[config.mk]
export PLATFORM = sky130hd
export DESIGN_NAME = ram_arbiter
export DESIGN_NICKNAME = d
export VERILOG_FILES = /design/src/rtl/ram_arbiter.sv
export SDC_FILE = /design/constraint.sdc
export NUM_CORES = 1
export LEC_CHECK = 0
export BUFFER_PORTS_ARGS = -buffer_cell sky130_fd_sc_hd__buf_2
export CAP_MARGIN = 20
export CORE_ASPECT_RATIO = 1.2
export CORE_MARGIN = 2
export CORE_UTILIZATION = 49
export DETAILED_ROUTE_END_ITERATION = 8
export HOLD_SLACK_MARGIN = 0.08
export PLACE_DENSITY = 0.87
export SYNTH_ARGS = -nofsm -noshare
export SYNTH_HDL_FRONTEND = slang
export SYNTH_SLANG_ARGS = --single-unit
export TNS_END_PERCENT = 1
[constraint.sdc]
create_clock -name clk -period 3.33 [get_ports clk]
set_clock_uncertainty 0.05 [all_clocks]
set_input_delay 0.333 -clock clk [delete_from_list [all_inputs] [get_ports clk]]
set_output_delay 0.333 -clock clk [all_outputs]
set_load 0.05 [all_outputs]
[src/rtl/ram_arbiter.sv]
// Two-requester round-robin arbiter that serialises read/write commands onto a
// single-port RAM and routes read data back to the requester that issued it.
module ram_arbiter #(
  parameter int unsigned AW     = 8,
  parameter int unsigned DW     = 32,
  parameter int unsigned RD_LAT = 1
) (
  input  logic          clk,
  input  logic          rst,

  input  logic          m0_req,
  input  logic          m0_we,
  input  logic [AW-1:0] m0_adr,
  input  logic [DW-1:0] m0_din,
  output logic          m0_gnt,
  output logic          m0_rvalid,
  output logic [DW-1:0] m0_rdata,

  input  logic          m1_req,
  input  logic          m1_we,
  input  logic [AW-1:0] m1_adr,
  input  logic [DW-1:0] m1_din,
  output logic          m1_gnt,
  output logic          m1_rvalid,
  output logic [DW-1:0] m1_rdata,

  output logic          busy,

  output logic          ram_start,
  output logic          ram_we,
  output logic [AW-1:0] ram_adr,
  output logic [DW-1:0] ram_din,
  input  logic [DW-1:0] ram_dout
);

  localparam logic [2:0] LatCnt = 3'(RD_LAT);

  typedef enum logic [1:0] {
    StIdle,
    StIssue,
    StRdWait
  } state_e;

  state_e        state_q;
  logic          ptr_q;
  logic [2:0]    cnt_q;
  logic          win_q;
  logic          cmd_we_q;
  logic          ram_start_q;
  logic          ram_we_q;
  logic [AW-1:0] ram_adr_q;
  logic [DW-1:0] ram_din_q;
  logic          m0_rvalid_q;
  logic          m1_rvalid_q;
  logic [DW-1:0] m0_rdata_q;
  logic [DW-1:0] m1_rdata_q;

  logic          grant;
  logic          win;

  // The pointer only matters on a tie; a lone requester always wins.
  always_comb begin
    grant = (state_q == StIdle) && !rst && (m0_req || m1_req);
    if (m0_req && m1_req) begin
      win = ptr_q;
    end else begin
      win = m1_req;
    end
    m0_gnt = grant && !win;
    m1_gnt = grant && win;
  end

  always_ff @(posedge clk) begin
    if (rst) begin
      state_q     <= StIdle;
      ptr_q       <= 1'b0;
      cnt_q       <= 3'd0;
      win_q       <= 1'b0;
      cmd_we_q    <= 1'b0;
      ram_start_q <= 1'b0;
      ram_we_q    <= 1'b0;
      ram_adr_q   <= '0;
      ram_din_q   <= '0;
      m0_rvalid_q <= 1'b0;
      m1_rvalid_q <= 1'b0;
      m0_rdata_q  <= '0;
      m1_rdata_q  <= '0;
    end else begin
      ram_start_q <= 1'b0;
      ram_we_q    <= 1'b0;
      m0_rvalid_q <= 1'b0;
      m1_rvalid_q <= 1'b0;
      unique case (state_q)
        StIdle: begin
          if (grant) begin
            // The RAM strobe is loaded here so it is registered for the ISSUE cycle.
            win_q       <= win;
            ptr_q       <= ~win;
            cmd_we_q    <= win ? m1_we : m0_we;
            ram_start_q <= 1'b1;
            ram_we_q    <= win ? m1_we : m0_we;
            ram_adr_q   <= win ? m1_adr : m0_adr;
            ram_din_q   <= win ? m1_din : m0_din;
            state_q     <= StIssue;
          end
        end
        StIssue: begin
          if (cmd_we_q) begin
            state_q <= StIdle;
          end else begin
            cnt_q   <= LatCnt;
            state_q <= StRdWait;
          end
        end
        StRdWait: begin
          cnt_q <= cnt_q - 3'd1;
          if (cnt_q == 3'd1) begin
            if (win_q) begin
              m1_rdata_q  <= ram_dout;
              m1_rvalid_q <= 1'b1;
            end else begin
              m0_rdata_q  <= ram_dout;
              m0_rvalid_q <= 1'b1;
            end
            state_q <= StIdle;
          end
        end
        default: state_q <= StIdle;
      endcase
    end
  end

  assign busy      = (state_q != StIdle);
  assign ram_start = ram_start_q;
  assign ram_we    = ram_we_q;
  assign ram_adr   = ram_adr_q;
  assign ram_din   = ram_din_q;
  assign m0_rvalid = m0_rvalid_q;
  assign m1_rvalid = m1_rvalid_q;
  assign m0_rdata  = m0_rdata_q;
  assign m1_rdata  = m1_rdata_q;

endmodule

==> summary.txt, run 1 <==
cells traversed along the worst timing path -> or2_4 > or3_1 > nor2_1 > buf_2
worst rel slew slack -> 54.8%
TritonCTS clock tree -> built
final-report hold violation count -> 0
share of post-route cells with drive strength above 1 -> 33.1%
Worst-Skew Late Latency -> 0.51 ns
Logic pwr share -> 18.1%
area of the multi-input gates -> 1910 sq um
final critical-path required period -> 2.73 ns
top library cells by usage in the layout, fill and taps aside -> buf_2 (227), nand2_1 (167), dfxtp_1 (116)
Die Height -> 108 microns
Critical Path Fanout Max -> 15
critical path's largest stage delay -> 0.61 ns
Static Leak -> 0.00316 uW
unrepaired setup endpoints after global routing -> false
ratio of final minimum period to clock period -> 81.9%
IO Port Bufs -> 228
signal arrival time at the worst endpoint -> 2.34 ns
kind of critical path -> flip-flop to output pin
number of antenna violations at the first check in global routing -> 0
Layout Nets -> 962
run status -> finished clean
cells after synthesis -> 553
Cell variety after synth -> 31
detailed-route via count -> 5220
number of H-tree levels -> 4
number of design rule violations left after detail routing -> 0
top cells by area in the synthesized netlist -> dfxtp_1 (52%), nand2_1 (14%), a21oi_1 (12%)
Critical Path Start Type -> flip-flop
Sequential Power Share -> 36.2%
first-pass GRT wire length -> 24.6 mm
design internal power -> 2990 uW
total iterations of the first detailed-routing run -> 5
routed len/inst -> 16.2 microns
Final Wtd Congestion -> 0.771
number of filler cells placed in the layout -> 571
max-capacitance violation count -> 0
final count of pins violating max slew -> 0
Final TNS setup -> 0 ns
Initial Utilization -> 49.8%
kind of end point of the critical path -> output pin
share of total power in the clock network -> 45.7%
total length of routed wires -> 15.8 mm
PD cells -> 594 nW/um^2
required time of the critical path -> 2.95 ns
worst vdd rail ir drop -> 0.000363 V
Clock Sinks -> 116
final setup violation count -> 0
Synth Cell Area -> 4450 sq um
post-synthesis to final-layout area growth -> 57.8%
Worst Slack Setup Final -> 0.604 ns
drt initial violations -> 333
area of the core region -> 8940 sq um
Inserted Diodes -> 0
synthesized net count -> 673
most area-hungry cell type in the Yosys netlist -> dfxtp_1
Slowest cell on crit path -> or3_1
final total power -> 4180 uW
YS warnings -> 0
Mean Syn Cell Area -> 8.05 sq um
Clock Tree Buf Depth -> 2
post_cts resized -> 0
synthesis-stage register bit count -> 116
Switching Power -> 1190 uW
worst hold path type -> input port to flip-flop
maximum clock frequency -> 367 MHz
sequential-to-total area share from yosys stat -> 52.2%
global-route usage over all layers -> 31.7%
largest net degree at the start of global routing -> 67
area fraction of the dominant cell type after synthesis -> 52.2%
# rows -> 38
area of the die -> 9870 sq um
via count of the first global-routing pass -> 5228
boundary pin count -> 229
detail-routed via count per cell -> 5.35
remaining antenna violation count after routing -> 0
total CTS buffers -> 17
detailed placement HPWL -> 8.48 mm
Worst Setup Slack post-DPL -> 1.12 ns
clock slew at the register clock pins of the worst setup and hold paths -> 0.06 ns
overflow left after global routing -> 0
cell at the root of the clock tree -> clkbuf_8
Die Span X -> 91.0 microns
switching share of total power -> 28.4%
transition time at the pin with the least slew margin -> 0.678 ns
most frequent standard cell in the layout excluding fill and tap cells -> buf_2
Storage cell area -> 2320 sq um
[layout make-up]
class | count | area share (%)
Timing Repair Buffer | 315 | 28.4
Clock buffer | 20 | 6.48
Inverter | 4 | 0.285
Clock inverter | 12 | 2.51
Sequential cell | 116 | 33.1
Multi-Input combinational cell | 388 | 27.2
Tap cell | 120 | 2.14
[layer usage]
layer / wire length (microns) / part of all wire [%] / global-route usage, %
met1: 5590 / 35 / 33.7
met2: 8150 / 52 / 54.5
met3: 1330 / 8.4 / 11.4
met4: 727 / 4.6 / 18.2
met5: 0 / 0 / 0
[flip-flops by register name, summed over array words and instances (netlist names)]
signal / cells
cmd_we_q: 1
cnt_q: 3
m0_rdata: 32
m0_rvalid: 1
m1_rdata: 32
m1_rvalid: 1
ptr_q: 1
ram_adr: 8
ram_din: 32
ram_start: 1
ram_we: 1
state_q: 2
win_q: 1
[cells by family (layout without fill, tap and decap cells)]
| logic type | count (synthesis) | after routing | share of synthesized area [%] |
|---|---|---|---|
| compound gates | 154 | 154 | 21.2 |
| flops | 116 | 116 | 52.2 |
| buf+inv | 49 | 351 | 5.09 |
| mux | 4 | 4 | 0.927 |
| fa+ha+maj | 2 | 2 | 0.562 |
| simple gates | 228 | 228 | 20.0 |
[through the flow]
step | hold WS [ns] | util [%] | area (sq um) | instances
6_report | 0.0996 | 78.6 | 7020 | 975
2_1_floorplan | 0.368 | - | 4450 | 553
4_1_cts | 0.0823 | 78.6 | 7020 | 975
5_1_grt | 0.0811 | 78.6 | 7020 | 975
3_5_place_dp | 0.391 | 62.8 | 5610 | 865
3_3_place_gp | 0.383 | 62.8 | 5610 | 865
[synthesized netlist by cell type, drive strengths merged]
| cell type | n |
|---|---|
| o21bai | 1 |
| buf | 7 |
| o21ai | 3 |
| dfxtp | 116 |
| and4b | 1 |
| inv | 3 |
| mux2i | 3 |
| ha | 2 |
| clkbuf | 38 |
| a21oi | 104 |
| nand2b | 3 |
| mux2 | 1 |
| and2 | 1 |
| or3 | 2 |
| o2bb2ai | 3 |
| nand3 | 1 |
| nand2 | 167 |
| nor2b | 2 |
| or2 | 1 |
| a22oi | 1 |
| a21o | 2 |
| a2111oi | 1 |
| and3 | 1 |
| nor3 | 1 |
| nor2 | 48 |
| a221oi | 1 |
| a211oi | 38 |
| clkinv | 1 |
[timing repair]
action | CTS | global route
hold buffers | 78 | 0
endpoints found under the hold margin | 105 | 0
buffers inserted | 0 | 0
[worst paths after layout]
kind	startpoint	end	slack, ns	depth (start not counted)
worst max-delay path	state_q[1]	m1_gnt	0.60	4
worst min-delay path	m0_din[7]	ram_din[7]	0.1	3
worst max register to register	state_q[1]	ram_din[10]	0.68	6
worst min register to register	m1_rdata[8]	m1_rdata[8]	0.40	2
[critical path, delay by kind of cell, from the launching register on]
family	cells	cell delay, ns
and+or+nand+nor	3	1.15
DFF	1	0.39
buffers and inverters	1	0.30
[power groups by stage]
| stage | registers (uW) | clock network [uW] | logic (uW) |
|---|---|---|---|
| after global placement | 1530 | 0 | 632 |
| after CTS | 1510 | 1920 | 727 |
| after detailed placement | 1530 | 0 | 651 |
| after floorplan | 1750 | 0 | 253 |
| after global routing | 1520 | 2000 | 803 |
| final | 1510 | 1910 | 757 |
Power figures use the tool's default switching activity.
==> run 2, diff against run 1 <==
Settings changed: CORE_UTILIZATION 49 to 41, PLACE_DENSITY 0.87 to 0.77.
Clock period 3.33 ns to 2.4 ns, I/O delays scaled along.
==> run 2 against run 1 <==
Sequential share of layout area is 0.14 points higher. Worst setup slack got worse by 0.48 ns. Non-clock buffer count down 5. Via count fell by 3.0%. Combinational power increased by 35%. Clock power is 39% higher. Final cell count rose by 0.41%. Die area increased by 19%. Sequential power is 38% higher.
==> summary.txt, run 2 (synthesized netlist as in run 1, its figures left out) <==
run status -> finished clean
met3 layer usage reported by global route -> 6.74% (-4.6 points)
clock slew at the register clock pins of the worst setup and hold paths -> 0.05 ns (about the same)
Die Span X -> 99.1 microns (+8.9%)
overflow left after global routing -> 0 (unchanged)
Worst Slack Setup Final -> 0.126 ns (-0.478 ns)
top library cells by usage in the layout, fill and taps aside -> buf_2 (225), nand2_1 (167), dfxtp_1 (116)
final-report hold violation count -> 0 (unchanged)
global routing met1 resource utilization -> 26.9% (-6.8 points)
required time of the critical path -> 2.11 ns (-0.84 ns)
Inserted Diodes -> 0 (unchanged)
max-capacitance violation count -> 0 (unchanged)
final count of pins violating max slew -> 0 (unchanged)
unrepaired setup endpoints after global routing -> false
start point of the critical path -> state_q[0]
worst rel slew slack -> 54.8% (about the same)
switching share of total power -> 27.4% (-1.1 points)
worst vdd rail ir drop -> 0.000488 V (+34%)
share of post-route cells with drive strength above 1 -> 33.8% (+0.67 points)
critical path's largest stage delay -> 0.40 ns (-0.21 ns)
detail-routed via count per cell -> 5.17 (-3.4%)
total CTS buffers -> 17 (unchanged)
largest net degree at the start of global routing -> 70 (+4.5%)
Die Height -> 118 microns (+9.0%)
remaining antenna violation count after routing -> 0 (unchanged)
Slowest cell on crit path -> or3_4
boundary pin count -> 229 (unchanged)
maximum clock frequency -> 440 MHz
Worst Setup Slack post-DPL -> 0.377 ns (-0.745 ns)
buffers and inverters on the worst path -> 2 (+1)
most frequent standard cell in the layout excluding fill and tap cells -> buf_2
Layout Nets -> 957 (-0.52%)
drt initial violations -> 230 (-31%)
most used routing layer -> met2
Sequential Power Share -> 36.3% (about the same)
design internal power -> 4190 uW (+40%)
post-synthesis to final-layout area growth -> 57.1%
first-pass GRT wire length -> 23.2 mm (-5.6%)
Static Leak -> 0.00315 uW (-0.19%)
detailed-route via count -> 5064 (-3.0%)
cells traversed along the worst timing path -> or2_4 > or3_4 > buf_6 > nor2_2 > buf_6
Critical Path Fanout Max -> 20 (+5)
Final Wtd Congestion -> 0.756 (-1.9%)
most numerous cell on the critical path -> buf_6
kind of end point of the critical path -> output pin
worst flop-to-flop path endpoint -> ram_din[16]
PD cells -> 825 nW/um^2 (+39%)
Logic pwr share -> 17.7% (-0.4 points)
signal arrival time at the worst endpoint -> 1.98 ns (-0.36 ns)
path length in cells of the critical path -> 5 (+1)
global-route usage over all layers -> 24.3% (-7.4 points)
total length of routed wires -> 14.3 mm (-9.8%)
Final TNS setup -> 0 ns (unchanged)
Initial Utilization -> 42.1% (-7.7 points)
TritonCTS clock tree -> built
CP top delay family -> simple AND/OR/NAND/NOR gates
worst r2r path cells -> 6 (unchanged)
area of the core region -> 10600 sq um (+18%)
final-layout worst hold slack -> 0.0957 ns (-0.00393 ns)
detailed placement HPWL -> 8.95 mm (+5.5%)
share of total power in the clock network -> 46.0% (+0.3 points)
number of antenna violations at the first check in global routing -> 0 (unchanged)
Worst-Skew Late Latency -> 0.40 ns (-0.11 ns)
ratio of final minimum period to clock period -> 94.7%
Clock Tree Buf Depth -> 2 (unchanged)
Switching Power -> 1580 uW (+33%)
routed len/inst -> 14.6 microns (-10%)
R2R setup slack -> 0.41 ns (-0.27 ns)
kind of critical path -> flip-flop to output pin
cell at the root of the clock tree -> clkbuf_16
number of H-tree levels -> 4 (unchanged)
via count of the first global-routing pass -> 5054 (-3.3%)
Critical Path Start Type -> flip-flop
worst hold path type -> input port to flip-flop
final setup violation count -> 0 (unchanged)
total iterations of the first detailed-routing run -> 4 (-1)
area of the die -> 11700 sq um (+19%)
Crit Reg-Reg Startpoint -> state_q[0]
number of design rule violations left after detail routing -> 0 (unchanged)
final critical-path required period -> 2.27 ns
Clock Sinks -> 116 (unchanged)
IO Port Bufs -> 228 (unchanged)
termination of the worst setup path -> m0_gnt
# rows -> 41 (+7.9%)
transition time at the pin with the least slew margin -> 0.678 ns (-0.000149 ns)
global routing usage on met2 -> 41.8% (-13 points)
==> run 2: cell types whose count changed in the layout (fill, tap and decap cells not counted), sizes merged <==
cell,delta
clkinv,+3
inv,-1
dlygate4sd3,-8
clkinvlp,-4
clkbuf,+3
buf,+2
==> run 2: layout make-up <==
cell class	instances	area (sq um)
repair buffers	310	1950
clock buffers	22	474
clock inverters	10	153
well taps	129	161
fillers	836	3570
inverters	4	20.0
multi-input cells	388	1920
flip-flops and latches	116	2320
==> run 2: worst reg2reg max path: cells and delay by family, from the launching register on <==
kind	cells	cell delay [ns]
buffers and inverters	2	0.44
and+or+nand+nor	3	0.79
AOI/OAI and AO/OA	1	0.24
DFF	1	0.37
==> run 2: what timing repair did <==
action,CTS,global route
gates resized for setup,3,4
buffers inserted,0,0
endpoints found under the setup margin,1,2
hold buffers,70,0
hold endpoints to repair,102,0
==> run 2: worst min-delay path by stage <==
stage            startpoint            to  slack, ns  cells past startpoint
6_report          m0_adr[1]    ram_adr[1]        0.1                      3
5_1_grt           m1_adr[1]    ram_adr[1]       0.11                      3
4_1_cts           m0_adr[1]    ram_adr[1]       0.08                      3
3_5_place_dp          ptr_q         ptr_q       0.38                      1
3_3_place_gp          ptr_q         ptr_q       0.39                      1
2_1_floorplan  ram_dout[20]  m0_rdata[20]       0.33                      2
==> run 2: power groups by stage <==
stage,logic [uW],registers [uW],clock network [uW]
floorplan,351,2430,0
global placement,892,2130,0
detailed placement,912,2130,0
CTS,1010,2090,2690
global route,1090,2100,2800
finish,1020,2090,2650
==> run 2: routing by layer <==
metal | share of wire (%) | vias to the layer above
met5 | 0 | -
met4 | 3.8 | 0
met3 | 7.9 | 52
met2 | 51 | 257
met1 | 37 | 2337
li1 | - | 2418
==> run 2: per-stage QoR <==
stage / utilization [%] / power [uW] / instance area, sq um / std cells
floorplan: - / 2780 / 4450 / 553
global route: 66.2 / 6000 / 7000 / 979
finish: 66.2 / 5770 / 7000 / 979
global placement: 53.4 / 3020 / 5650 / 877
detailed placement: 53.4 / 3040 / 5650 / 877
CTS: 66.1 / 5790 / 6980 / 979
